<file path="src/rtl/iob_ram_be_initiator.sv">
// Purpose: valid/ready request front-end to a byte-enable RAM with a registered read port; read data is returned through a 2-entry response FIFO.
// Latency: a read accepted in cycle N gives rvalid_o in cycle N+2 when the FIFO is empty; writes are fire-and-forget and produce no response.
// Backpressure: writes are always accepted; reads stall while buffered plus in-flight responses would exceed the 2 FIFO slots.
module iob_ram_be_initiator #(
  parameter int DATA_W = 32,
  parameter int ADDR_W = 4
) (
  input  logic                clk_i,
  input  logic                arst_n_i,
  input  logic                req_valid_i,
  output logic                req_ready_o,
  input  logic [ADDR_W-1:0]   req_addr_i,
  input  logic [DATA_W-1:0]   req_wdata_i,
  input  logic [DATA_W/8-1:0] req_wstrb_i,
  output logic                rvalid_o,
  input  logic                rready_i,
  output logic [DATA_W-1:0]   rdata_o,
  output logic                ram_en_o,
  output logic [DATA_W/8-1:0] ram_wstrb_o,
  output logic [ADDR_W-1:0]   ram_addr_o,
  output logic [DATA_W-1:0]   ram_d_o,
  input  logic [DATA_W-1:0]   ram_d_i
);
  localparam int STRB_W = DATA_W / 8;

  logic              isWrite;
  logic              accept;
  logic              pop;
  logic              inflight;
  logic [1:0]        count;
  logic [2:0]        occupancy;
  logic              wrPtr;
  logic              rdPtr;
  logic [DATA_W-1:0] respMem [2];

  assign isWrite   = |req_wstrb_i;
  assign rvalid_o  = (count != 2'd0);
  assign pop       = rvalid_o & rready_i;
  assign rdata_o   = respMem[rdPtr];

  // Occupancy counts the read already in the RAM pipe, so a newly accepted
  // read always finds a free slot when its data lands a cycle later.
  assign occupancy   = {1'b0, count} + {2'b00, inflight} - {2'b00, pop};
  assign req_ready_o = arst_n_i & (isWrite | (occupancy < 3'd2));
  assign accept      = req_valid_i & req_ready_o;

  assign ram_en_o    = accept;
  assign ram_wstrb_o = accept ? req_wstrb_i : {STRB_W{1'b0}};
  assign ram_addr_o  = req_addr_i;
  assign ram_d_o     = req_wdata_i;

  always_ff @(posedge clk_i or negedge arst_n_i) begin
    if (!arst_n_i) begin
      inflight   <= 1'b0;
      count      <= 2'd0;
      wrPtr      <= 1'b0;
      rdPtr      <= 1'b0;
      respMem[0] <= '0;
      respMem[1] <= '0;
    end else begin
      inflight <= accept & ~isWrite;
      if (inflight) begin
        respMem[wrPtr] <= ram_d_i;
        wrPtr          <= ~wrPtr;
      end
      if (pop) begin
        rdPtr <= ~rdPtr;
      end
      case ({inflight, pop})
        2'b10:   count <= count + 2'd1;
        2'b01:   count <= count - 2'd1;
        default: count <= count;
      endcase
    end
  end
endmodule

</file>
<file path="config.mk">
export PLATFORM = sky130hd
export DESIGN_NAME = iob_ram_be_initiator
export DESIGN_NICKNAME = d
export VERILOG_FILES = /design/src/rtl/iob_ram_be_initiator.sv
export SDC_FILE = /design/constraint.sdc
export NUM_CORES = 1
export LEC_CHECK = 0
export ABC_AREA = 0
export ABC_CLOCK_PERIOD_IN_PS = 2700
export CAP_MARGIN = 20
export CORE_ASPECT_RATIO = 0.8
export CORE_MARGIN = 5
export CORE_UTILIZATION = 49
export DETAILED_ROUTE_END_ITERATION = 10
export DONT_BUFFER_PORTS = 1
export PLACE_DENSITY = 0.73
export SYNTH_ARGS = -nofsm -noshare
export SYNTH_HDL_FRONTEND = slang
export SYNTH_SLANG_ARGS = --single-unit
export TNS_END_PERCENT = 30
</file>
<file path="constraint.sdc">
create_clock -name clk_i -period 2.7 [get_ports clk_i]
set_input_delay 0.54 -clock clk_i [delete_from_list [all_inputs] [get_ports clk_i]]
set_output_delay 0.54 -clock clk_i [all_outputs]
set_load 0.01 [all_outputs]
</file>
Yosys cells after proc, flatten, opt, wreduce, memory -nomap -nowiden
Index checks and enable logic that the tools add are counted.
{"block": "word_totals", "output_inout_bits": 75, "word_cells": 38, "regBits": 69, "in_bits": 76}
{"block": "classes", "n_lt_le_gt_ge": 4, "mux": 8, "reduce_logical": 4, "n_addsub": 4, "n_eq_ne": 2, "bitwise_logic": 10}
{"cell": "two-way mux 32 bit", "count": 4}
{"cell": "bitwise mux 64 bit", "count": 1}
{"cell": "demux 32 bit (select 1 bit)", "count": 1}
{"cell": "AND 1 bit", "count": 4}
{"cell": "greater-or-equal comparator 2 bit, second input constant", "count": 2}
{"cell": "two-way mux 4 bit", "count": 1}
{"cell": "inverter 1 -> 2 bit", "count": 2}
{"cell": "one-hot mux 2 bit (2 select lines)", "count": 1}
{"cell": "nonzero test 2 bit", "count": 2}
{"cell": "OR reduction 4 bit", "count": 1}
{"cell": "adder 2 x 1 -> 3 bit", "count": 1}
{"cell": "< comparator 3 x 2 -> 1 bit, second input constant", "count": 1}
{"cell": "inverter 1 bit", "count": 3}
{"cell": "subtractor 3 x 1 -> 3 bit", "count": 1}
{"cell": "adder 2 x 1 -> 2 bit, second input constant", "count": 1}
{"cell": "equality test 2 x 1 -> 1 bit, second input constant", "count": 1}
{"cell": "equality test 2 bit, second input constant", "count": 1}
{"cell": "< comparator 2 x 1 -> 1 bit, second input constant", "count": 1}
{"cell": "subtractor 2 x 1 -> 2 bit, second input constant", "count": 1}
{"cell": "logical AND 1 bit", "count": 1}
{"cell": "bitwise OR 1 bit", "count": 1}

Longest topological paths before layout
Gate-level depths: netlist of run 1.
{"block": "logic_depth", "depth_word": 8, "mapped_depth": 8, "depth_no_buf": 8}

Worst setup path before layout of run 1
OpenSTA, ideal clock, no wires.
{"block": "synth_timing", "path_kind": "reg-to-output", "start": "register count[1]", "end": "output port req_ready_o", "required_ps": 2160, "stages_incl_launch_ff": 9, "n_path_buf": 0, "arrival_time_ps": 2293, "slack_ps": -133, "cell_sequence": "dfrtp_1 or2_2 and2_1 ha_1 nand2b_1 fa_1 xnor2_1 nand2_1 a21boi_0"}
{"block": "synth_between", "elab_chain_cells": 6}
{"item": "from (decl)", "line_no": "30", "text": "logic [1:0] count;"}
{"item": "from (signal assigned)", "line_no": "70", "text": "2'b10: count <= count + 2'd1;"}
{"item": "from (signal assigned)", "line_no": "71", "text": "2'b01: count <= count - 2'd1;"}
{"item": "from (signal assigned)", "line_no": "72", "text": "default: count <= count;"}
{"item": "nonzero test 2 bit", "line_no": "37", "text": "assign rvalid_o = (count != 2'd0);"}
{"item": "named net rvalid_o", "line_no": "15", "text": "output logic rvalid_o,"}
{"item": "AND 1 bit", "line_no": "38", "text": "assign pop = rvalid_o & rready_i;"}
{"item": "named net pop", "line_no": "28", "text": "logic pop;"}
{"item": "subtractor 3 x 1 -> 3 bit", "line_no": "43", "text": "assign occupancy = {1'b0, count} + {2'b00, inflight} - {2'b00, pop};"}
{"item": "< comparator 3 x 2 -> 1 bit", "line_no": "44", "text": "assign req_ready_o = arst_n_i & (isWrite | (occupancy < 3'd2));"}
{"item": "bitwise OR 1 bit", "line_no": "44"}
{"item": "AND 1 bit", "line_no": "44"}
{"item": "to (decl)", "line_no": "11", "text": "output logic req_ready_o,"}
The timed path passes the listed nets, and every way through them passes these cells.

Worst setup path after layout of run 1
{"block": "layout_timing", "start": "register count[0]", "end": "output port req_ready_o"}
{"block": "layout_between", "elab_chain_cells": 6}
{"item": "nonzero test 2 bit", "line_no": "37"}
{"item": "AND 1 bit", "line_no": "38"}
{"item": "named net pop", "line_no": "28"}
{"item": "subtractor 3 x 1 -> 3 bit", "line_no": "43"}
{"item": "< comparator 3 x 2 -> 1 bit", "line_no": "44"}
{"item": "bitwise OR 1 bit", "line_no": "44"}
{"item": "AND 1 bit", "line_no": "44"}
The timed path passes the listed nets, and every way through them passes these cells.

==> results of run 1 <==
-- cell type report --
class	count	area, um^2
inverter	2	7.51
clock buffer	13	179
clock inverter	1	5.00
tap	87	109
multi-input combinational	122	1330
timing repair buffer	18	168
sequential	69	1730
fill	570	3270
-- layer usage --
layer,wire length (um),GRT usage [%],vias to the layer above
li1,-,-,759
met1,2400,17.4,840
met2,2860,23.3,55
met3,509,6.77,24
met4,123,5.72,0
met5,0,0,-
-- path summary, 6_finish.rpt --
| kind | endpoint | slack (ns) | depth (start not counted) |
|---|---|---|---|
| max in group asynchronous | respMem[13] | 2.32 | 1 |
| max | req_ready_o | -0.15 | 8 |
| min | respMem[11] | 0.08 | 1 |
| min in group clk_i | respMem[38] | 0.35 | 1 |
| min reg2reg | respMem[37] | 0.48 | 1 |
| max reg2reg | inflight | 0.17 | 13 |
-- cells by family (layout without fill, tap and decap cells) --
logic type / Yosys count / count (layout) / share of synthesized area [%]
AOI/OAI and AO/OA: 2 / 2 / 0.373
adders and majority gates: 3 / 3 / 1.34
and+or+nand+nor: 15 / 15 / 2.54
buffers and inverters: 48 / 34 / 10.5
muxes: 96 / 96 / 32.2
xor gates and xnor gates: 6 / 6 / 1.57
DFF: 69 / 69 / 51.5
-- sequential cells by signal, indices dropped and copies added (netlist names) --
| name | count |
|---|---|
| wrPtr | 1 |
| count | 2 |
| inflight | 1 |
| rdPtr | 1 |
| respMem | 64 |
-- metrics by stage --
stage | cell area, um^2 | setup WS (ns)
3_3_place_gp | 3210 | 0.0806
4_1_cts | 3500 | -0.173
2_1_floorplan | 3370 | 0.0289
3_5_place_dp | 3210 | 0.0412
5_1_grt | 3520 | -0.262
6_report | 3520 | -0.154
-- cells in the final DEF (no fill, tap or decap), drive strengths merged --
cell type  count
nand2          3
dfrtp         69
a21oi          1
and2           1
and3           4
nor4           1
clkbuf        13
xnor2          3
clkinv         1
fa             1
xor2           3
buf           18
a21boi         1
nor2           3
inv            2
mux2          96
nand3          1
or2            1
ha             2
nand2b         1
-- report_power, final --
part | internal, mW | total, mW | switching (mW)
logic | 0.703 | 1.28 | 0.578
clock network | 0.423 | 0.767 | 0.345
registers | 1.27 | 1.38 | 0.112
-- worst reg2reg max path, stage by stage, from the launching register on --
cell                       delay (ns)
sky130_fd_sc_hd__dfrtp_1         0.38
sky130_fd_sc_hd__or2_4           0.25
sky130_fd_sc_hd__and2_4          0.15
sky130_fd_sc_hd__ha_4            0.21
sky130_fd_sc_hd__nand2b_4        0.14
sky130_fd_sc_hd__fa_2            0.37
sky130_fd_sc_hd__xnor2_2         0.16
sky130_fd_sc_hd__buf_4           0.14
sky130_fd_sc_hd__buf_4           0.12
sky130_fd_sc_hd__buf_4           0.12
sky130_fd_sc_hd__buf_4           0.13
sky130_fd_sc_hd__buf_4           0.12
sky130_fd_sc_hd__nand3_1         0.08
sky130_fd_sc_hd__nor2_1          0.05
-- repair_timing --
item	4_1_cts	5_1_grt
pin swaps	8	6
hold buffers	1	0
setup endpoints to repair	2	2
hold endpoints to repair	69	0
resized for setup	7	0
setup buffers	5	3
==> parameters.txt, run 1 <==
Parameter                              Value

Run status
  Status    complete, but fails checks
  Violations in the final reports    setup timing

STA
  Final slew viol count    0
  Finish-stage setup viols    2
  Setup repair after global routing missed its margin    true
  Max Fclk    0.350 GHz
  Post-route clock period utilization    106%
  Headroom to the max-slew limit    39.3%
  Fin. Hold Viols    0
  Time the worst path needs with I/O delays and setup    2.85 ns
  Final clock skew    0.00369 ns
  Tightest hold margin    0.0814 ns
  Slew of the pin with the lowest slew margin    0.902 ns
  Final TNS setup    -0.277 ns
  PnR worst setup slack    -0.154 ns

Clock network
  Maximum number of buffers from clock root to sink    2
  Clock transition at the register clock pins on the worst setup and hold paths after CTS    0.07 ns
  Insertion delay to the later sink of the worst-skew pair    0.32 ns
  Maximum level of the CTS H-tree    3
  Total clock buffers created by CTS    9
  Clock root cell    sky130_fd_sc_hd__clkbuf_8
  TritonCTS clock tree    yes
  Clock sink count    69

Global routing
  Via count of the first global-routing pass    1957
  Global-route wire length before repair    9850 um
  Total congestion overflow    0
  Pin count of the biggest net entering global routing    70
  Antenna violations before repair    0
  Total global routing track utilization    14.8%

Logic synthesis
  Cell count after synthesis    239
  Post-synth design cell area    3360 um^2
  Leading post-synthesis cells by instance count    sky130_fd_sc_hd__mux2_2 (94), sky130_fd_sc_hd__dfrtp_1 (69), sky130_fd_sc_hd__buf_4 (39)
  Share of the yosys chip area belonging to registers    51.5%
  Library cell occupying the most area in the post-synthesis netlist    sky130_fd_sc_hd__dfrtp_1
  Most instantiated library cell after synthesis    sky130_fd_sc_hd__mux2_2
  Yosys top cell area share    51.5%
  Syn_area_per_cell    14.0 um^2
  Number of flops mapped to enable cells by yosys    0
  Share of synthesized registers carrying an async set or reset    100%
  Number of warnings printed during yosys synthesis    0
  Distinct cell type count of the synthesized netlist    23
  Flip-flop and latch count after synthesis    69
  Post-synth top flop    sky130_fd_sc_hd__dfrtp_1
  Dominant cells by area after synthesis    sky130_fd_sc_hd__dfrtp_1 (51%), sky130_fd_sc_hd__mux2_2 (32%), sky130_fd_sc_hd__buf_4 (8.7%)
  Syn nets    318

Detailed routing
  TritonRoute pass-1 iters    4
  Post-route DRC violation count    0
  Post-route antenna net violation count    0
  Vias per std cell    5.38
  Total Routed Length    5900 um
  Count of routing violations after the opening detailed-route iteration    20
  DR WL/cell    18.9 um
  Total via count in the routed design    1678

Power and ir drop
  Static leakage    1.62 nW
  Power after layout    3.43 mW
  Worst IR drop on VDD    578 uV
  Total power density per cell area    974 nW/um^2

Cells and area
  End-of-flow core utilization    51.9%
  Nets    301
  Layout cells sized above 1    60.4%
  N_diodes    0
  Non-filler cells in the finished layout    312
  Area grow syn2layout    5.00%

Die
  Count of pins on the block boundary    151
  CORE AREA    6790 um^2
  Die area    8610 um^2
  Horizontal die dimension    103 um
  Effective utilization at floorplan    49.4%
  Rows    27
  Die height    84.0 um

Setup path
  Startpoint of the most critical register-to-register path    count[0]
  Startpoint type of the worst setup path    flop
  Timing startpoint of the critical path    count[0]
  Dominant delay contributor by cell family on the critical path    simple AND/OR/NAND/NOR gates
  Count of buffer and inverter cells on the critical path    0
  Critical path's largest stage delay    0.38 ns
  Cells along the critical path    or2_4, and2_4, ha_4, nand2b_4, fa_2, xnor2_2, nand2_2, a21boi_2
  CP Capture Type    output pin
  CP max FO    2
  Arrival time of the worst setup path    2.31 ns
  Critical-path top delay cell    sky130_fd_sc_hd__dfrtp_1
  Endpoint required time on the critical path    2.16 ns
  Category of the critical setup timing path    reg -> out

Placement
  Count of placed standard cells including taps    289
  Global placer's final weighted congestion    0.656
  Hpwl dp    3860 um
  Buffers added on ports    0

Job
  Max_cap viols    0

Worst hold path
  Classification of the worst-slack hold path    in -> async
Power figures use the tool's default switching activity.
==> run 2, diff against run 1 <==
Settings changed: CORE_MARGIN 5 to unset.
==> run 2 against run 1 <==
Net effect:
- the run still ends with setup timing left
- clock skew is 0.0010 ns lower
- critical path depth did not move
- power is 6.0% lower
- core utilization grew 1.2 points
- die area fell by 17%
- wire length shrank 8.6%
- worst setup slack got worse by 0.0032 ns
==> parameters.txt, run 2 (same netlist as run 1, synthesis figures left out) <==
Parameter                              Value

STA
  Fin. Hold Viols    0 (unchanged)
  Setup repair after global routing missed its margin    true
  Final slew viol count    0 (unchanged)
  Slew of the pin with the lowest slew margin    0.828 ns (-0.0736 ns)
  Finish-stage setup viols    2 (unchanged)
  Final TNS setup    -0.288 ns (-0.0114 ns)
  Post-route clock period utilization    106% (+0.12 points)
  PnR worst setup slack    -0.157 ns (-0.00323 ns)
  Max Fclk    0.350 GHz (-0.11%)
  Time the worst path needs with I/O delays and setup    2.86 ns (+0.00323 ns)
  Final clock skew    0.00267 ns (-0.00102 ns)
  Headroom to the max-slew limit    44.3% (+5.0 points)
  Tightest hold margin    0.0963 ns (+0.0149 ns)

Worst hold path
  Classification of the worst-slack hold path    in -> async

Detailed routing
  TritonRoute pass-1 iters    3 (-1)
  Post-route antenna net violation count    0 (unchanged)
  Count of routing violations after the opening detailed-route iteration    50 (+150%)
  Post-route DRC violation count    0 (unchanged)
  DR WL/cell    17.8 um (-5.9%)
  Total Routed Length    5390 um (-8.6%)
  Total via count in the routed design    1654 (-1.4%)
  Vias per std cell    5.46 (+1.5%)

Placement
  Global placer's final weighted congestion    0.615 (-6.3%)
  Hpwl dp    3500 um (-9.5%)
  Post-Place Setup Slack    0.0460 ns (+0.00476 ns)
  Buffers added on ports    0 (unchanged)

Clock network
  Maximum number of buffers from clock root to sink    2 (unchanged)
  Total clock buffers created by CTS    9 (unchanged)
  Clock root cell    sky130_fd_sc_hd__clkbuf_8
  Clock transition at the register clock pins on the worst setup and hold paths after CTS    0.07 ns (about the same)
  Clock sink count    69 (unchanged)
  Maximum level of the CTS H-tree    3 (unchanged)
  Insertion delay to the later sink of the worst-skew pair    0.32 ns (about the same)
  TritonCTS clock tree    yes

Global routing
  Via count of the first global-routing pass    1798 (-8.1%)
  Total congestion overflow    0 (unchanged)
  Pin count of the biggest net entering global routing    70 (unchanged)
  Global-route wire length before repair    8860 um (-10%)
  Total global routing track utilization    16.3% (+1.5 points)
  Antenna violations before repair    0 (unchanged)

Cells and area
  Max reg flops    64 (unchanged)
  End-of-flow core utilization    53.1% (+1.2 points)
  Area grow syn2layout    2.98%
  Commonest cells after routing, fill and taps aside    sky130_fd_sc_hd__mux2_2 (94), sky130_fd_sc_hd__dfrtp_1 (69), sky130_fd_sc_hd__clkbuf_8 (11)
  Most frequent standard cell in the layout excluding fill and tap cells    sky130_fd_sc_hd__mux2_2
  Largest registers    respMem x64, count x2
  Most flop-heavy register    respMem
  N_diodes    0 (unchanged)
  Layout cells sized above 1    58.9% (-1.5 points)
  Nets    295 (-2.0%)

Die
  Horizontal die dimension    94.5 um (-7.8%)
  Effective utilization at floorplan    51.6% (+2.2 points)
  Die area    7190 um^2 (-17%)
  Die height    76.0 um (-9.5%)
  Count of pins on the block boundary    151 (unchanged)
  Rows    26 (-3.7%)
  CORE AREA    6510 um^2 (-4.2%)

Setup path
  CP max FO    2 (unchanged)
  Arrival time of the worst setup path    2.32 ns (about the same)
  Endpoint required time on the critical path    2.16 ns (about the same)
  Startpoint type of the worst setup path    flop
  Category of the critical setup timing path    reg -> out
  CP Capture Type    output pin

Job
  Max_cap viols    0 (unchanged)

Power and ir drop
  Total power density per cell area    933 nW/um^2 (-4.2%)
  Static leakage    1.59 nW (-2.3%)
  Power after layout    3.22 mW (-6.0%)
  Worst IR drop on VDD    392 uV (-32%)

Run status
  Violations in the final reports    setup timing
  Status    complete, but fails checks
==> run 2: cell types whose count changed in the layout (fill, tap and decap cells not counted) <==
cell,before,now
sky130_fd_sc_hd__buf_4,16,10
sky130_fd_sc_hd__clkbuf_8,13,11
sky130_fd_sc_hd__clkbuf_1,0,1
sky130_fd_sc_hd__clkinv_2,1,2
==> run 2: final timing paths <==
path                                   from           to  cells past startpoint  slack (ns)
worst min-delay path               arst_n_i  respMem[35]                      1         0.1
worst min register to register  respMem[38]  respMem[38]                      1        0.49
worst max register to register     count[1]     inflight                      9        0.61
worst max-delay path               count[1]  req_ready_o                      8       -0.16
min in group clk_i               ram_d_i[6]  respMem[38]                      1        0.35
max in group asynchronous          arst_n_i  respMem[17]                      1        2.33
==> run 2: metrics by stage <==
step | instance area, um^2 | cells
2_1_floorplan | 3370 | 239
3_3_place_gp | 3210 | 286
3_5_place_dp | 3210 | 286
4_1_cts | 3460 | 303
5_1_grt | 3460 | 303
6_report | 3460 | 303
==> run 2: power breakdown <==
group / internal [mW] / switching (mW)
registers: 1.27 / 0.109
logic: 0.605 / 0.528
clock network: 0.371 / 0.340
==> run 2: critical path, cell delays in order (launching register included) <==
cell                       delay, ns
sky130_fd_sc_hd__dfrtp_1        0.37
sky130_fd_sc_hd__or2_4          0.25
sky130_fd_sc_hd__and2_4         0.15
sky130_fd_sc_hd__ha_4           0.21
sky130_fd_sc_hd__nand2b_4       0.14
sky130_fd_sc_hd__fa_2           0.38
sky130_fd_sc_hd__xnor2_2        0.20
sky130_fd_sc_hd__nand2_2        0.11
sky130_fd_sc_hd__a21boi_2       0.18
==> run 2: cell type report <==
cell class	instances	area [um^2]
fill	556	3050
sequential	69	1730
multi-input combinational	122	1330
clock buffer	12	155
timing repair buffer	12	123
tap	84	105
clock inverter	2	10.0
inverter	2	7.51
==> run 2: repair_timing <==
action	4_1_cts	5_1_grt
setup buffers	2	0
pin swaps	8	5
gates resized for setup	7	0
hold buffers	1	0
endpoints found under the hold margin	69	0
setup endpoints to repair	2	2
==> run 2: layer usage <==
metal  vias to the layer above  wire length, um  GRT usage (%)
li1                        751                -              -
met1                       826             2420           20.9
met2                        65             2420           23.6
met3                        12              499           8.08
met4                         0               48           6.06
met5                         -                0              0
==> run 3, diff against run 2 <==
Settings changed: ABC_CLOCK_PERIOD_IN_PS 2700 to 3600, CORE_ASPECT_RATIO 0.8 to 0.7, PLACE_DENSITY 0.73 to 0.71.
Clock period 2.7 ns to 3.6 ns, I/O delays scaled along.
==> run 3 against run 2 <==
Net effect:
- the run now ends clean
- critical path depth stayed put
- via count is 1.6% lower
- sequential share of layout area increased by 1.3 points
- clock power decreased by 9.4%
- global-route usage down 0.25 points
- register-to-register slack better by 0.71 ns
- wire length up 1.6%
- non-clock buffer count is 10 lower
- power shrank 25%
- first-iteration DRC count shrank 42%
- largest cell class unchanged
- largest power group unchanged
==> parameters.txt, run 3 (same netlist as run 1, synthesis figures left out) <==
Parameter                              Value

Run status
  Status    complete, no violations

Die
  Effective utilization at floorplan    52.2% (+0.64 points)
  Rows    24 (-7.7%)
  Die height    71.2 um (-6.3%)
  Die area    7190 um^2 (about the same)
  CORE AREA    6430 um^2 (-1.2%)
  Count of pins on the block boundary    151 (unchanged)
  Horizontal die dimension    101 um (+6.8%)

Clock network
  Clock root cell    sky130_fd_sc_hd__clkbuf_8
  Clock transition at the register clock pins on the worst setup and hold paths after CTS    0.08 ns (about the same)
  Number of gates given a new drive strength after cts    0 (-7)
  Hold buffer count at cts    0 (-1)
  Clock sink count    69 (unchanged)
  Maximum level of the CTS H-tree    3 (unchanged)
  Buffer count from post-CTS setup fixing    0 (-2)
  TritonCTS clock tree    yes
  Total clock buffers created by CTS    9 (unchanged)
  Maximum number of buffers from clock root to sink    2 (unchanged)
  Insertion delay to the later sink of the worst-skew pair    0.33 ns (about the same)

Setup path
  R2R setup slack    1.32 ns (+0.71 ns)
  Timing startpoint of the critical path    count[1]
  Critical-path top delay cell    sky130_fd_sc_hd__dfrtp_1
  Critical path's largest stage delay    0.44 ns (+0.06 ns)
  Critical R2R Capture    inflight
  Count of buffer and inverter cells on the critical path    0 (unchanged)
  CP max FO    4 (+2)
  Category of the critical setup timing path    reg -> out
  Dominant delay contributor by cell family on the critical path    simple AND/OR/NAND/NOR gates
  CP Capture Type    output pin
  Startpoint of the most critical register-to-register path    count[1]
  Number of cell instances on the worst register-to-register path    8 (-1)
  Startpoint type of the worst setup path    flop
  Endpoint required time on the critical path    2.88 ns (+0.72 ns)
  Cells along the critical path    or2_2, and2_1, ha_1, nand2b_1, fa_1, xnor2_1, nand2_1, a21boi_1
  Arrival time of the worst setup path    2.73 ns (+0.41 ns)

Detailed routing
  Count of routing violations after the opening detailed-route iteration    29 (-42%)
  Total via count in the routed design    1628 (-1.6%)
  DR WL/cell    18.1 um (+1.9%)
  Total Routed Length    5470 um (+1.6%)
  Post-route antenna net violation count    0 (unchanged)
  TritonRoute pass-1 iters    4 (+1)
  Vias per std cell    5.39 (-1.2%)
  Post-route DRC violation count    0 (unchanged)

Cells and area
  Layout cells sized above 1    54.5% (-4.4 points)
  End-of-flow core utilization    52.4% (-0.74 points)
  Largest registers    respMem x64, count x2
  Commonest cells after routing, fill and taps aside    sky130_fd_sc_hd__mux2_2 (94), sky130_fd_sc_hd__dfrtp_1 (69), sky130_fd_sc_hd__clkbuf_8 (11)
  N_diodes    0 (unchanged)
  Most flop-heavy register    respMem
  Non-filler cells in the finished layout    302 (-0.33%)
  Nets    285 (-3.4%)
  Most frequent standard cell in the layout excluding fill and tap cells    sky130_fd_sc_hd__mux2_2
  Area grow syn2layout    0.298%
  Max reg flops    64 (unchanged)

Power and ir drop
  Static leakage    1.53 nW (-3.5%)
  Power after layout    2.41 mW (-25%)
  Worst IR drop on VDD    299 uV (-24%)
  Part of the total power dissipated in sequential elements    45.2% (+2.4 points)
  Cell-internal power    1.68 mW (-25%)
  Total power density per cell area    715 nW/um^2 (-23%)
  Net switching share of the total power    30.0% (-0.27 points)
  NetSw    723 uW (-26%)
  Clock share of power    26.7% (+4.6 points)
  Proportion of power drawn by combinational gates    28.0% (-7.2 points)

Placement
  Buffers added on ports    0 (unchanged)
  Count of placed standard cells including taps    286 (unchanged)
  Hpwl dp    3540 um (+1.3%)
  Global placer's final weighted congestion    0.654 (+6.4%)
  Post-Place Setup Slack    0.441 ns (+0.395 ns)

STA
  Tightest hold margin    0.0801 ns (-0.0162 ns)
  Final slew viol count    0 (unchanged)
  Fin. Hold Viols    0 (unchanged)
  Setup repair after global routing missed its margin    true
  Slew of the pin with the lowest slew margin    1.01 ns (+0.183 ns)
  Headroom to the max-slew limit    32.4% (-12 points)
  Finish-stage setup viols    0 (-2)
  Time the worst path needs with I/O delays and setup    3.45 ns
  PnR worst setup slack    0.154 ns (+0.311 ns)
  Final clock skew    0.00754 ns (+0.00487 ns)
  Max Fclk    0.290 GHz
  Post-route clock period utilization    95.7%

Global routing
  Global-route wire length before repair    8450 um (-4.7%)
  Total congestion overflow    0 (unchanged)
  Pin count of the biggest net entering global routing    76 (+8.6%)
  Via count of the first global-routing pass    1646 (-8.5%)
  Total global routing track utilization    16.0% (-0.25 points)
  Antenna violations before repair    0 (unchanged)

Worst hold path
  Classification of the worst-slack hold path    in -> async

Job
  Max_cap viols    0 (unchanged)
run 3: changes by cell type in the layout (fill, tap and decap cells not counted), sizes merged:
cell and delta:
buf -10, clkinvlp +2, clkbuf -1, bufinv +1
run 3: worst max-delay path by stage:
stage,cells past startpoint,end
6_report,8,req_ready_o
5_1_grt,8,req_ready_o
4_1_cts,8,req_ready_o
3_5_place_dp,8,req_ready_o
3_3_place_gp,8,req_ready_o
2_1_floorplan,8,req_ready_o
run 3: stage by stage:
| stage | area (um^2) | TNS [ns] |
|---|---|---|
| after floorplan | 3360 | 0 |
| after global placement | 3150 | 0 |
| after detailed placement | 3150 | 0 |
| after CTS | 3360 | 0 |
| after global routing | 3370 | -0.000267 |
| final | 3370 | 0 |
run 3: power groups by stage:
stage	registers [mW]	logic, mW	clock network [mW]
2_1_floorplan	1.03	0.659	0
4_1_cts	1.09	0.684	0.666
3_5_place_dp	1.11	0.679	0
5_1_grt	1.11	0.729	0.697
3_3_place_gp	1.09	0.669	0
6_report	1.09	0.675	0.644
run 3: layout make-up:
| cell class | count | area, um^2 |
|---|---|---|
| fillers | 577 | 3060 |
| flip-flops and latches | 69 | 1730 |
| multi-input cells | 122 | 1280 |
| clock buffers | 11 | 151 |
| well taps | 91 | 114 |
| clock inverters | 5 | 58.8 |
| repair buffers | 2 | 27.5 |
| inverters | 2 | 7.51 |
run 3: metal layers:
metal  global-route usage [%]  share of wire [%]  vias to the layer above
li1                         -                  -                      727
met4                     6.92                1.8                        0
met3                     8.29                 11                       15
met5                        0                  0                        -
met1                     19.9                 45                      816
met2                     23.5                 42                       70
